## config.mk

```make
export PLATFORM = sky130hd
export DESIGN_NAME = riscv_muldiv_pipe_flat
export DESIGN_NICKNAME = d
export VERILOG_FILES = /design/src/rtl/riscv_muldiv_pipe_if.sv /design/src/rtl/riscv_muldiv_pipe.sv /design/src/flat_wrapper.sv
export SDC_FILE = /design/constraint.sdc
export NUM_CORES = 2
export LEC_CHECK = 0
export ABC_AREA = 1
export CORE_ASPECT_RATIO = 2
export CORE_MARGIN = 4
export CORE_UTILIZATION = 60
export CTS_CLUSTER_SIZE = 24
export DETAILED_ROUTE_END_ITERATION = 16
export GPL_ROUTABILITY_DRIVEN = 0
export GPL_TIMING_DRIVEN = 0
export HOLD_SLACK_MARGIN = 0.06
export PLACE_DENSITY = 0.76
export SYNTH_ARGS = -nofsm -noshare
export SYNTH_HDL_FRONTEND = slang
export SYNTH_SLANG_ARGS = --single-unit
```

## constraint.sdc

```tcl
create_clock -name clk_i -period 12.6 [get_ports clk_i]
set_clock_uncertainty 0.15 [all_clocks]
set_input_delay 3.15 -clock clk_i [delete_from_list [all_inputs] [get_ports clk_i]]
set_output_delay 3.15 -clock clk_i [all_outputs]
set_load 0.01 [all_outputs]
```

## src/rtl/riscv_muldiv_pipe_if.sv

```systemverilog
// Opcode-issue and writeback bundle for the RV32M multiply/divide unit.
// The issuing core drives the master side and the execution unit is the slave.
interface riscv_muldiv_pipe_if;
   logic        opcode_valid_i;
   logic [55:0] opcode_instr_i;
   logic [31:0] opcode_opcode_i;
   logic [31:0] opcode_pc_i;
   logic [4:0]  opcode_rd_idx_i;
   logic [4:0]  opcode_ra_idx_i;
   logic [4:0]  opcode_rb_idx_i;
   logic [31:0] opcode_ra_operand_i;
   logic [31:0] opcode_rb_operand_i;
   logic        flush_i;
   logic        writeback_valid_o;
   logic [4:0]  writeback_idx_o;
   logic [31:0] writeback_value_o;
   logic        writeback_squash_o;
   logic        stall_o;

   modport master (
      output opcode_valid_i, opcode_instr_i, opcode_opcode_i, opcode_pc_i, opcode_rd_idx_i,
             opcode_ra_idx_i, opcode_rb_idx_i, opcode_ra_operand_i, opcode_rb_operand_i, flush_i,
      input  writeback_valid_o, writeback_idx_o, writeback_value_o, writeback_squash_o, stall_o
   );

   modport slave (
      input  opcode_valid_i, opcode_instr_i, opcode_opcode_i, opcode_pc_i, opcode_rd_idx_i,
             opcode_ra_idx_i, opcode_rb_idx_i, opcode_ra_operand_i, opcode_rb_operand_i, flush_i,
      output writeback_valid_o, writeback_idx_o, writeback_value_o, writeback_squash_o, stall_o
   );
endinterface

```

## src/rtl/riscv_muldiv_pipe.sv

```systemverilog
// RV32M execution unit: MUL_STAGES-deep pipelined multiplier, multi-bit restoring divider.
// Optional MULDIV_DIV_ZERO_FAST_EN retires divide-by-zero in one cycle without entering BUSY.
module riscv_muldiv_pipe #(
   parameter int unsigned MUL_STAGES         = 2,
   parameter int unsigned DIV_BITS_PER_CYCLE = 2
) (
   input logic                  clk_i,
   input logic                  rst_i,
   riscv_muldiv_pipe_if.slave   bus
);
   localparam int unsigned ENUM_INST_MUL    = 45;
   localparam int unsigned ENUM_INST_MULH   = 46;
   localparam int unsigned ENUM_INST_MULHSU = 47;
   localparam int unsigned ENUM_INST_MULHU  = 48;
   localparam int unsigned ENUM_INST_DIV    = 49;
   localparam int unsigned ENUM_INST_DIVU   = 50;
   localparam int unsigned ENUM_INST_REM    = 51;
   localparam int unsigned ENUM_INST_REMU   = 52;
   localparam logic [31:0] MaskInit = ~(32'hFFFF_FFFF >> DIV_BITS_PER_CYCLE);

   typedef enum logic [0:0] {StIdle, StBusy} div_state_e;

   logic [31:0] ra, rb;
   logic [4:0]  rd;
   logic        flush;
   logic        is_mul, is_mulh, is_mulhsu, is_mulhu, is_div, is_divu, is_rem, is_remu;
   logic        mul_op, div_op, stall, accept, mul_start, div_start, dz_fast;
   logic [31:0] dz_result;

   assign ra        = bus.opcode_ra_operand_i;
   assign rb        = bus.opcode_rb_operand_i;
   assign rd        = bus.opcode_rd_idx_i;
   assign flush     = bus.flush_i;
   assign is_mul    = bus.opcode_instr_i[ENUM_INST_MUL];
   assign is_mulh   = bus.opcode_instr_i[ENUM_INST_MULH];
   assign is_mulhsu = bus.opcode_instr_i[ENUM_INST_MULHSU];
   assign is_mulhu  = bus.opcode_instr_i[ENUM_INST_MULHU];
   assign is_div    = bus.opcode_instr_i[ENUM_INST_DIV];
   assign is_divu   = bus.opcode_instr_i[ENUM_INST_DIVU];
   assign is_rem    = bus.opcode_instr_i[ENUM_INST_REM];
   assign is_remu   = bus.opcode_instr_i[ENUM_INST_REMU];
   assign mul_op    = bus.opcode_valid_i & (is_mul | is_mulh | is_mulhsu | is_mulhu);
   assign div_op    = bus.opcode_valid_i & (is_div | is_divu | is_rem | is_remu);

   logic unused_ok;
   assign unused_ok = ^{bus.opcode_opcode_i, bus.opcode_pc_i, bus.opcode_ra_idx_i,
                        bus.opcode_rb_idx_i, bus.opcode_instr_i};

   // ---------------- multiplier ----------------
   logic signed [32:0]    mul_a, mul_b;
   logic signed [65:0]    mul_prod;
   logic [31:0]           mul_res;
   logic [MUL_STAGES-1:0] stg_valid_q;
   logic [4:0]            stg_rd_q  [MUL_STAGES];
   logic [31:0]           stg_res_q [MUL_STAGES];
   logic                  mul_inflight;

   assign mul_a        = {(is_mulh | is_mulhsu) & ra[31], ra};
   assign mul_b        = {is_mulh & rb[31], rb};
   assign mul_prod     = mul_a * mul_b;
   assign mul_res      = is_mul ? mul_prod[31:0] : mul_prod[63:32];
   assign mul_inflight = |stg_valid_q;

   always_ff @(posedge clk_i or posedge rst_i) begin
      if (rst_i) begin
         stg_valid_q <= '0;
         for (int i = 0; i < int'(MUL_STAGES); i++) begin
            stg_rd_q[i]  <= '0;
            stg_res_q[i] <= '0;
         end
      end else begin
         stg_valid_q[0] <= mul_start;
         stg_rd_q[0]    <= rd;
         stg_res_q[0]   <= mul_res;
         for (int i = 1; i < int'(MUL_STAGES); i++) begin
            stg_valid_q[i] <= stg_valid_q[i-1] & ~flush;
            stg_rd_q[i]    <= stg_rd_q[i-1];
            stg_res_q[i]   <= stg_res_q[i-1];
         end
      end
   end

   // ---------------- divider ----------------
   div_state_e  div_state_q, div_state_d;
   logic [31:0] dividend_q, dividend_d, quotient_q, quotient_d, q_mask_q, q_mask_d;
   logic [62:0] divisor_q, divisor_d;
   logic        div_inv_q, div_inv_d, div_rem_q, div_rem_d;
   logic [4:0]  div_rd_q, div_rd_d;
   logic [31:0] step_rem, step_quo, step_bit, ra_mag, rb_mag, div_mag, div_result;
   logic [62:0] step_dvs;
   logic        div_busy, div_done, div_signed;

   assign div_busy   = (div_state_q == StBusy);
   assign div_done   = div_busy & (q_mask_q == '0);
   assign div_signed = is_div | is_rem;
   assign ra_mag     = (div_signed & ra[31]) ? (~ra + 32'd1) : ra;
   assign rb_mag     = (div_signed & rb[31]) ? (~rb + 32'd1) : rb;
   assign div_mag    = div_rem_q ? dividend_q : quotient_q;
   assign div_result = div_inv_q ? (~div_mag + 32'd1) : div_mag;

   assign stall     = (div_busy & (mul_op | div_op)) | (mul_inflight & div_op);
   assign accept    = (mul_op | div_op) & ~stall & ~flush;
   assign mul_start = accept & mul_op;
   assign div_start = accept & div_op;

`ifdef MULDIV_DIV_ZERO_FAST_EN
   assign dz_fast   = div_start & (rb == '0);
   assign dz_result = (is_rem | is_remu) ? ra : 32'hFFFF_FFFF;
`else
   assign dz_fast   = 1'b0;
   assign dz_result = '0;
`endif

   // Each set bit of the mask group selects one restoring step, MSB first.
   always_comb begin
      step_rem = dividend_q;
      step_dvs = divisor_q;
      step_quo = quotient_q;
      step_bit = '0;
      for (int s = 0; s < int'(DIV_BITS_PER_CYCLE); s++) begin
         step_bit = (q_mask_q >> s) & ~(q_mask_q >> (s + 1));
         if (step_dvs <= {31'b0, step_rem}) begin
            step_rem = step_rem - step_dvs[31:0];
            step_quo = step_quo | step_bit;
         end
         step_dvs = step_dvs >> 1;
      end
   end

   always_comb begin
      div_state_d = div_state_q;
      dividend_d  = dividend_q;
      divisor_d   = divisor_q;
      quotient_d  = quotient_q;
      q_mask_d    = q_mask_q;
      div_inv_d   = div_inv_q;
      div_rem_d   = div_rem_q;
      div_rd_d    = div_rd_q;
      unique case (div_state_q)
         StIdle: begin
            if (div_start & ~dz_fast) begin
               div_state_d = StBusy;
               dividend_d  = ra_mag;
               divisor_d   = {rb_mag, 31'b0};
               quotient_d  = '0;
               q_mask_d    = MaskInit;
               div_inv_d   = is_div ? ((ra[31] ^ rb[31]) & (rb != '0)) : (is_rem & ra[31]);
               div_rem_d   = is_rem | is_remu;
               div_rd_d    = rd;
            end
         end
         StBusy: begin
            if (flush || q_mask_q == '0) begin
               div_state_d = StIdle;
            end else begin
               dividend_d = step_rem;
               divisor_d  = step_dvs;
               quotient_d = step_quo;
               q_mask_d   = q_mask_q >> DIV_BITS_PER_CYCLE;
            end
         end
         default: div_state_d = StIdle;
      endcase
   end

   always_ff @(posedge clk_i or posedge rst_i) begin
      if (rst_i) begin
         div_state_q <= StIdle;
         dividend_q  <= '0;
         divisor_q   <= '0;
         quotient_q  <= '0;
         q_mask_q    <= '0;
         div_inv_q   <= 1'b0;
         div_rem_q   <= 1'b0;
         div_rd_q    <= '0;
      end else begin
         div_state_q <= div_state_d;
         dividend_q  <= dividend_d;
         divisor_q   <= divisor_d;
         quotient_q  <= quotient_d;
         q_mask_q    <= q_mask_d;
         div_inv_q   <= div_inv_d;
         div_rem_q   <= div_rem_d;
         div_rd_q    <= div_rd_d;
      end
   end

   // ---------------- writeback ----------------
   logic        wb_valid_q, wb_valid_d;
   logic [4:0]  wb_idx_q, wb_idx_d;
   logic [31:0] wb_value_q, wb_value_d;

   // Stall rules keep these sources mutually exclusive on any given edge.
   always_comb begin
      wb_valid_d = 1'b0;
      wb_idx_d   = '0;
      wb_value_d = wb_value_q;
      if (!flush) begin
         if (stg_valid_q[MUL_STAGES-1]) begin
            wb_valid_d = 1'b1;
            wb_idx_d   = stg_rd_q[MUL_STAGES-1];
            wb_value_d = stg_res_q[MUL_STAGES-1];
         end else if (div_done) begin
            wb_valid_d = 1'b1;
            wb_idx_d   = div_rd_q;
            wb_value_d = div_result;
         end else if (dz_fast) begin
            wb_valid_d = 1'b1;
            wb_idx_d   = rd;
            wb_value_d = dz_result;
         end
      end
   end

   always_ff @(posedge clk_i or posedge rst_i) begin
      if (rst_i) begin
         wb_valid_q <= 1'b0;
         wb_idx_q   <= '0;
         wb_value_q <= '0;
      end else begin
         wb_valid_q <= wb_valid_d;
         wb_idx_q   <= wb_idx_d;
         wb_value_q <= wb_value_d;
      end
   end

   assign bus.writeback_valid_o  = wb_valid_q;
   assign bus.writeback_idx_o    = wb_idx_q;
   assign bus.writeback_value_o  = wb_value_q;
   assign bus.writeback_squash_o = 1'b0;
   assign bus.stall_o            = stall;
endmodule

```

## src/flat_wrapper.sv

```systemverilog
// flat-port wrapper written by rule: the top's interface ports become plain ports
module riscv_muldiv_pipe_flat 
#(
   parameter int unsigned MUL_STAGES         = 2,
   parameter int unsigned DIV_BITS_PER_CYCLE = 2
)
  (clk_i, rst_i, bus_opcode_valid_i, bus_opcode_instr_i, bus_opcode_opcode_i, bus_opcode_pc_i, bus_opcode_rd_idx_i, bus_opcode_ra_idx_i, bus_opcode_rb_idx_i, bus_opcode_ra_operand_i, bus_opcode_rb_operand_i, bus_flush_i, bus_writeback_valid_o, bus_writeback_idx_o, bus_writeback_value_o, bus_writeback_squash_o, bus_stall_o);
  riscv_muldiv_pipe_if bus_i ();
  input logic clk_i;
  input logic rst_i;
  input wire logic [$bits(bus_i.opcode_valid_i)-1:0] bus_opcode_valid_i;
  input wire logic [$bits(bus_i.opcode_instr_i)-1:0] bus_opcode_instr_i;
  input wire logic [$bits(bus_i.opcode_opcode_i)-1:0] bus_opcode_opcode_i;
  input wire logic [$bits(bus_i.opcode_pc_i)-1:0] bus_opcode_pc_i;
  input wire logic [$bits(bus_i.opcode_rd_idx_i)-1:0] bus_opcode_rd_idx_i;
  input wire logic [$bits(bus_i.opcode_ra_idx_i)-1:0] bus_opcode_ra_idx_i;
  input wire logic [$bits(bus_i.opcode_rb_idx_i)-1:0] bus_opcode_rb_idx_i;
  input wire logic [$bits(bus_i.opcode_ra_operand_i)-1:0] bus_opcode_ra_operand_i;
  input wire logic [$bits(bus_i.opcode_rb_operand_i)-1:0] bus_opcode_rb_operand_i;
  input wire logic [$bits(bus_i.flush_i)-1:0] bus_flush_i;
  output wire logic [$bits(bus_i.writeback_valid_o)-1:0] bus_writeback_valid_o;
  output wire logic [$bits(bus_i.writeback_idx_o)-1:0] bus_writeback_idx_o;
  output wire logic [$bits(bus_i.writeback_value_o)-1:0] bus_writeback_value_o;
  output wire logic [$bits(bus_i.writeback_squash_o)-1:0] bus_writeback_squash_o;
  output wire logic [$bits(bus_i.stall_o)-1:0] bus_stall_o;
  assign bus_i.opcode_valid_i = bus_opcode_valid_i;
  assign bus_i.opcode_instr_i = bus_opcode_instr_i;
  assign bus_i.opcode_opcode_i = bus_opcode_opcode_i;
  assign bus_i.opcode_pc_i = bus_opcode_pc_i;
  assign bus_i.opcode_rd_idx_i = bus_opcode_rd_idx_i;
  assign bus_i.opcode_ra_idx_i = bus_opcode_ra_idx_i;
  assign bus_i.opcode_rb_idx_i = bus_opcode_rb_idx_i;
  assign bus_i.opcode_ra_operand_i = bus_opcode_ra_operand_i;
  assign bus_i.opcode_rb_operand_i = bus_opcode_rb_operand_i;
  assign bus_i.flush_i = bus_flush_i;
  assign bus_writeback_valid_o = bus_i.writeback_valid_o;
  assign bus_writeback_idx_o = bus_i.writeback_idx_o;
  assign bus_writeback_value_o = bus_i.writeback_value_o;
  assign bus_writeback_squash_o = bus_i.writeback_squash_o;
  assign bus_stall_o = bus_i.stall_o;
  riscv_muldiv_pipe #(.MUL_STAGES(MUL_STAGES), .DIV_BITS_PER_CYCLE(DIV_BITS_PER_CYCLE)) u_core (.clk_i(clk_i), .rst_i(rst_i), .bus(bus_i));
endmodule
```

==> results of run 1 <==
==> cell families after synthesis <==
kind of cell               count (synthesis)
DFF                                      265
buffers and inverters                   2298
other                                      1
xor gates and xnor gates                 100
and+or+nand+nor                         2935
adders and majority gates               1469
AOI/OAI and AO/OA                        794
==> synth_stat cells, drive strengths merged (12+ instances only) <==
master and number:
nand4 45, nor3 57, buf 142, ha 342
nor4 19, o21bai 24, a21o 20, dfrtp 265
o211ai 17, or2 17, nand2 2037, o221ai 14
xor2 63, clkbuf 223, a21oi 319, nor2 491
xnor2 37, fa 1127, a31oi 28, inv 1930
o21ai 338, o21a 15, nand3 250, nand3b 12
==> through the flow <==
stage	hold slack (ps)	setup WS [ps]	TNS (ps)
detailed placement	185	-1260	-13820
global placement	181	-1180	-301270
CTS	202	64.7	0
floorplan	181	1810	0
==> what timing repair did <==
action,4_1_cts
endpoints found under the setup margin,14
setup buffers,4
hold buffers,0
gates resized for setup,5
==> layer usage <==
metal,GRT overflow,track usage
met1,9,0.592
met2,688,0.834
met3,15,0.440
met4,352,0.607
met5,2,0.176
==> impl_metrics.csv, run 1 <==
group,metric,value,unit
die,die_h,454,um
place,hpwlAfterDp,212000,um
global_route,grt_use_total,0.620,
global_route,grt_max_degree,122,
logic_synthesis,synthSimpleGateAreaFrac,0.201,
logic_synthesis,synthMuxAreaShare,0,
logic_synthesis,syn_area_per_cell,7.57,um^2
logic_synthesis,ys_seq_elements,265,
logic_synthesis,netlist.area_leader.share,0.379,
global_route,grt_pass1_vias,67500,
cts,root_buffer,"clkbuf_16",
logic_synthesis,syn_inst,7862,
cts,numCtsBuffers,21,
logic_synthesis,synth_xor_xnor_area_share,0.0147,
place,place_area,0.0619,mm^2
logic_synthesis,yosysSeqAreaShare,0.111,
logic_synthesis,synth_fa_ha_area_frac,0.451,
cts,h-tree-depth,1,
logic_synthesis,yosys.cell_types.count,57,
cts,clockBufferDepth,3,
logic_synthesis,syn_nets,9534,
logic_synthesis,synthTopCellsByArea,"fa_1 38%, nand2_1 13%, inv_1 12%",
outcome,run.stop_error,"[ERROR GRT-0116] Global routing finished with congestion. Check the congestion regions in the DRC Viewer.",
die,die_w,231,um
logic_synthesis,ys_async_sr_fraction,1.00,
global_route,grt_pass1_wl,488000,um
die,start_util,0.605,
global_route,grt_overflow,1066,
die,fp-row-count,163,
outcome,status,"aborted with a tool error",
place,port_buffers,59,
logic_synthesis,syn_area,0.0596,mm^2
die,boundaryPins,243,
logic_synthesis,synth_ff_type,"dfrtp_1",
logic_synthesis,synth_warnings,0,
logic_synthesis,synth_top_family_by_area,"adder cells",
logic_synthesis,yosysTopAreaCell,"fa_1",
place,place_inst,9244,
logic_synthesis,synth_compound_area_frac,0.0739,
outcome,lastStage,"global routing",
cts,cts_sinks,265,
logic_synthesis,synth_edf_count,0,
==> inputs of run 2 (changes only) <==
CORE_ASPECT_RATIO = unset   (was 2)
CORE_UTILIZATION = 40   (was 60)
CTS_CLUSTER_SIZE = unset   (was 24)
HOLD_SLACK_MARGIN = unset   (was 0.06)
PLACE_DENSITY = unset   (was 0.76)
PLACE_DENSITY_LB_ADDON = 0.15   (was unset)
==> run 2 against run 1 <==
  * The flow now finishes, with violations (capacitance limit, slew limit)
  * Area after synthesis unchanged
  * Synthesized cell count stayed put
==> impl_metrics.csv, run 2 <==
group,metric,value,unit
layout,largest_reg_flops,64,
cts,cts_tree,"done",
logic_synthesis,synth_edf_count,0,
layout,postLayoutCellArea,0.0639,mm^2
sta,setup_ws,138,ps
sta,period_share,0.989,
route,drt_iter0_markers,4857,
die,start_util,0.403,
setup_path,path_buf_inv,8,
route,first_pass_iters,6,
sta,fmax,80.2,MHz
logic_synthesis,syn_inst,7862,
cts,cts.hold.buffers_added,0,
route,routedWlPerCell,25.2,um
layout,final_layout_size_suffix_gt1_frac,0.0347,
route,ant_nets,0,
global_route,grt_max_degree,118,
logic_synthesis,syn_area_per_cell,7.57,um^2
setup_path,path_delay_family,"adder cells",
place,hpwlAfterDp,209000,um
sta,worst_slew_pin_slew,1590,ps
place,port_buffers,59,
logic_synthesis,synth.most_common_cell,"nand2_1",
global_route,grt_use_total,0.321,
cts,clockBufferDepth,3,
logic_synthesis,syn_area,0.0596,mm^2
setup_path,critPathLaunchType,"input pin",
logic_synthesis,yosysSeqAreaShare,0.111,
place,place_ws,-1210,ps
layout,regArea,0.00663,mm^2
setup_path,worst-path-max-fanout,10,
global_route,grt_pass1_wl,366000,um
place,place_area,0.0626,mm^2
layout,area_growth,7.22,%
setup_path,path_common_cell,"fa_1",
logic_synthesis,ys_async_sr_fraction,1.00,
logic_synthesis,synthTopCellsByArea,"fa_1 38%, nand2_1 13%, inv_1 12%",
sta,rsz0062_at_grt,"false",
outcome,status,"finished with violations",
setup_path,required,12930,ps
logic_synthesis,yosys.cell_types.count,57,
layout,final_cell_mix,"1989 x nand2_1, 1919 x inv_1, 1124 x fa_1",
cts,cts.clk_slew.worst_paths,70,ps
cts,numCtsBuffers,29,
logic_synthesis,synth_warnings,0,
die,fp-row-count,141,
die,die_h,394,um
cts,clk_latency,610,ps
layout,largest-register,"u_core.stg_res_q",
setup_path,slowest_stage,"fa_1",
sta,hold_viol,0,
global_route,grt_overflow,0,
sta,slew_headroom,-0.0597,
logic_synthesis,yosys-top-cells-count,"1989 x nand2_1, 1922 x inv_1, 1127 x fa_1, 468 x nor2_1, 342 x ha_1",
global_route,antenna_found_initial,23,
route,routed_wl,250000,um
logic_synthesis,syn_nets,9534,
route,vias_per_cell,5.34,
layout,final_core_util,0.432,
sta,setup_viol,0,
logic_synthesis,yosysTopAreaCell,"fa_1",
cts,h-tree-depth,1,
sta,drv_slew,22,
route,vias,53000,
die,die_w,394,um
layout,fin_nets,9633,
logic_synthesis,netlist.area_leader.share,0.379,
die,core,0.148,mm^2
setup_path,endpoint_kind,"register",
global_route,grt_pass1_vias,55100,
logic_synthesis,ys_seq_elements,265,
route,drc,0,
layout,final_common_cell,"nand2_1",
outcome,failed_checks,"capacitance limit, slew limit",
layout,reg.largest.list,"u_core.stg_res_q: 64 flops, u_core.divisor_q: 63 flops",
sta,fin_crit,12460,ps
cts,cts_sinks,265,
layout,fill_cells,15400,
cts,root_buffer,"clkbuf_16",
setup_path,arrival,12790,ps
run,cap_violations,4,
layout,multi_input_area,0.0441,mm^2
setup_path,max_stage_delay,800,ps
die,boundaryPins,243,
sta,fin_setup_tns,0,ps
die,dieArea,0.155,mm^2
worst_hold_path,hp-class,"reg -> reg",
setup_path,path_class,"in -> reg",
logic_synthesis,synth_ff_type,"dfrtp_1",
run 2: cell counts after synthesis:
Identical to the previous run, type by type.
run 2: repair_timing:
item | 4_1_cts | 5_1_grt
setup endpoints to repair | 13 | 12
gates resized for setup | 5 | 13
buffers inserted | 7 | 0
pin swaps | 1 | 0
run 2: cells by family (layout without fill, tap and decap cells):
family / after synthesis / in the layout / share of synthesized area
adder cells (fa/ha/maj): 1469 / 1469 / 0.451
AO/OA/AOI/OAI: 794 / 794 / 0.0739
AND/OR/NAND/NOR: 2935 / 2935 / 0.201
buffers and inverters: 2298 / 2420 / 0.148
flip-flops: 265 / 265 / 0.111
other: 1 / 19 / 0.0000630
XOR/XNOR: 100 / 100 / 0.0147
run 2: area by class of cell:
type / instances / share of cell area
Inverter: 1933 / 0.114
Clock buffer: 32 / 0.0120
Multi-Input combinational cell: 5299 / 0.691
Timing Repair Buffer: 68 / 0.0111
Antenna cell: 18 / 0.000705
Sequential cell: 265 / 0.104
Clock inverter: 22 / 0.00508
Buffer: 365 / 0.0244
Tap cell: 1930 / 0.0378
run 2: path summary, 6_finish.rpt:
path | startpoint | end | slack [ps] | cells after the start
max | bus_opcode_ra_operand_i[31] | u_core.stg_res_q[58] | 140 | 28
min | u_core.stg_res_q[50] | u_core.stg_res_q[18] | 200 | 0
max reg2reg | u_core.dividend_q[6] | u_core.dividend_q[16] | 6550 | 26
min reg2reg | u_core.stg_res_q[50] | u_core.stg_res_q[18] | 200 | 0
max in group asynchronous | rst_i | u_core.stg_res_q[7] | 8460 | 3
min in group asynchronous | rst_i | u_core.bus.writeback_idx_o[3] | 2870 | 2
run 2: per-stage QoR:
step           hold WS (ps)  std cells
5_1_grt                 200       9920
2_1_floorplan           181       7862
4_1_cts                 197       9914
6_report                195       9932
3_3_place_gp            182       9851
3_5_place_dp            185       9853
run 2: worst reg2reg max path, delay by kind of cell, from the launching register on:
family | cells | cell delay, ps
compound gates | 4 | 810
fa+ha+maj | 2 | 890
buf+inv | 3 | 610
flops | 1 | 570
simple gates | 17 | 2910
run 2: layer usage:
| metal | routed length, um | GRT usage |
|---|---|---|
| met1 | 93800 | 0.388 |
| met2 | 111000 | 0.509 |
| met3 | 20700 | 0.0619 |
| met4 | 24200 | 0.246 |
| met5 | 23 | 0 |
Power of run 2 is not shown: default switching activity piles up to over one toggle a cycle in this logic, so the estimate is an artifact.
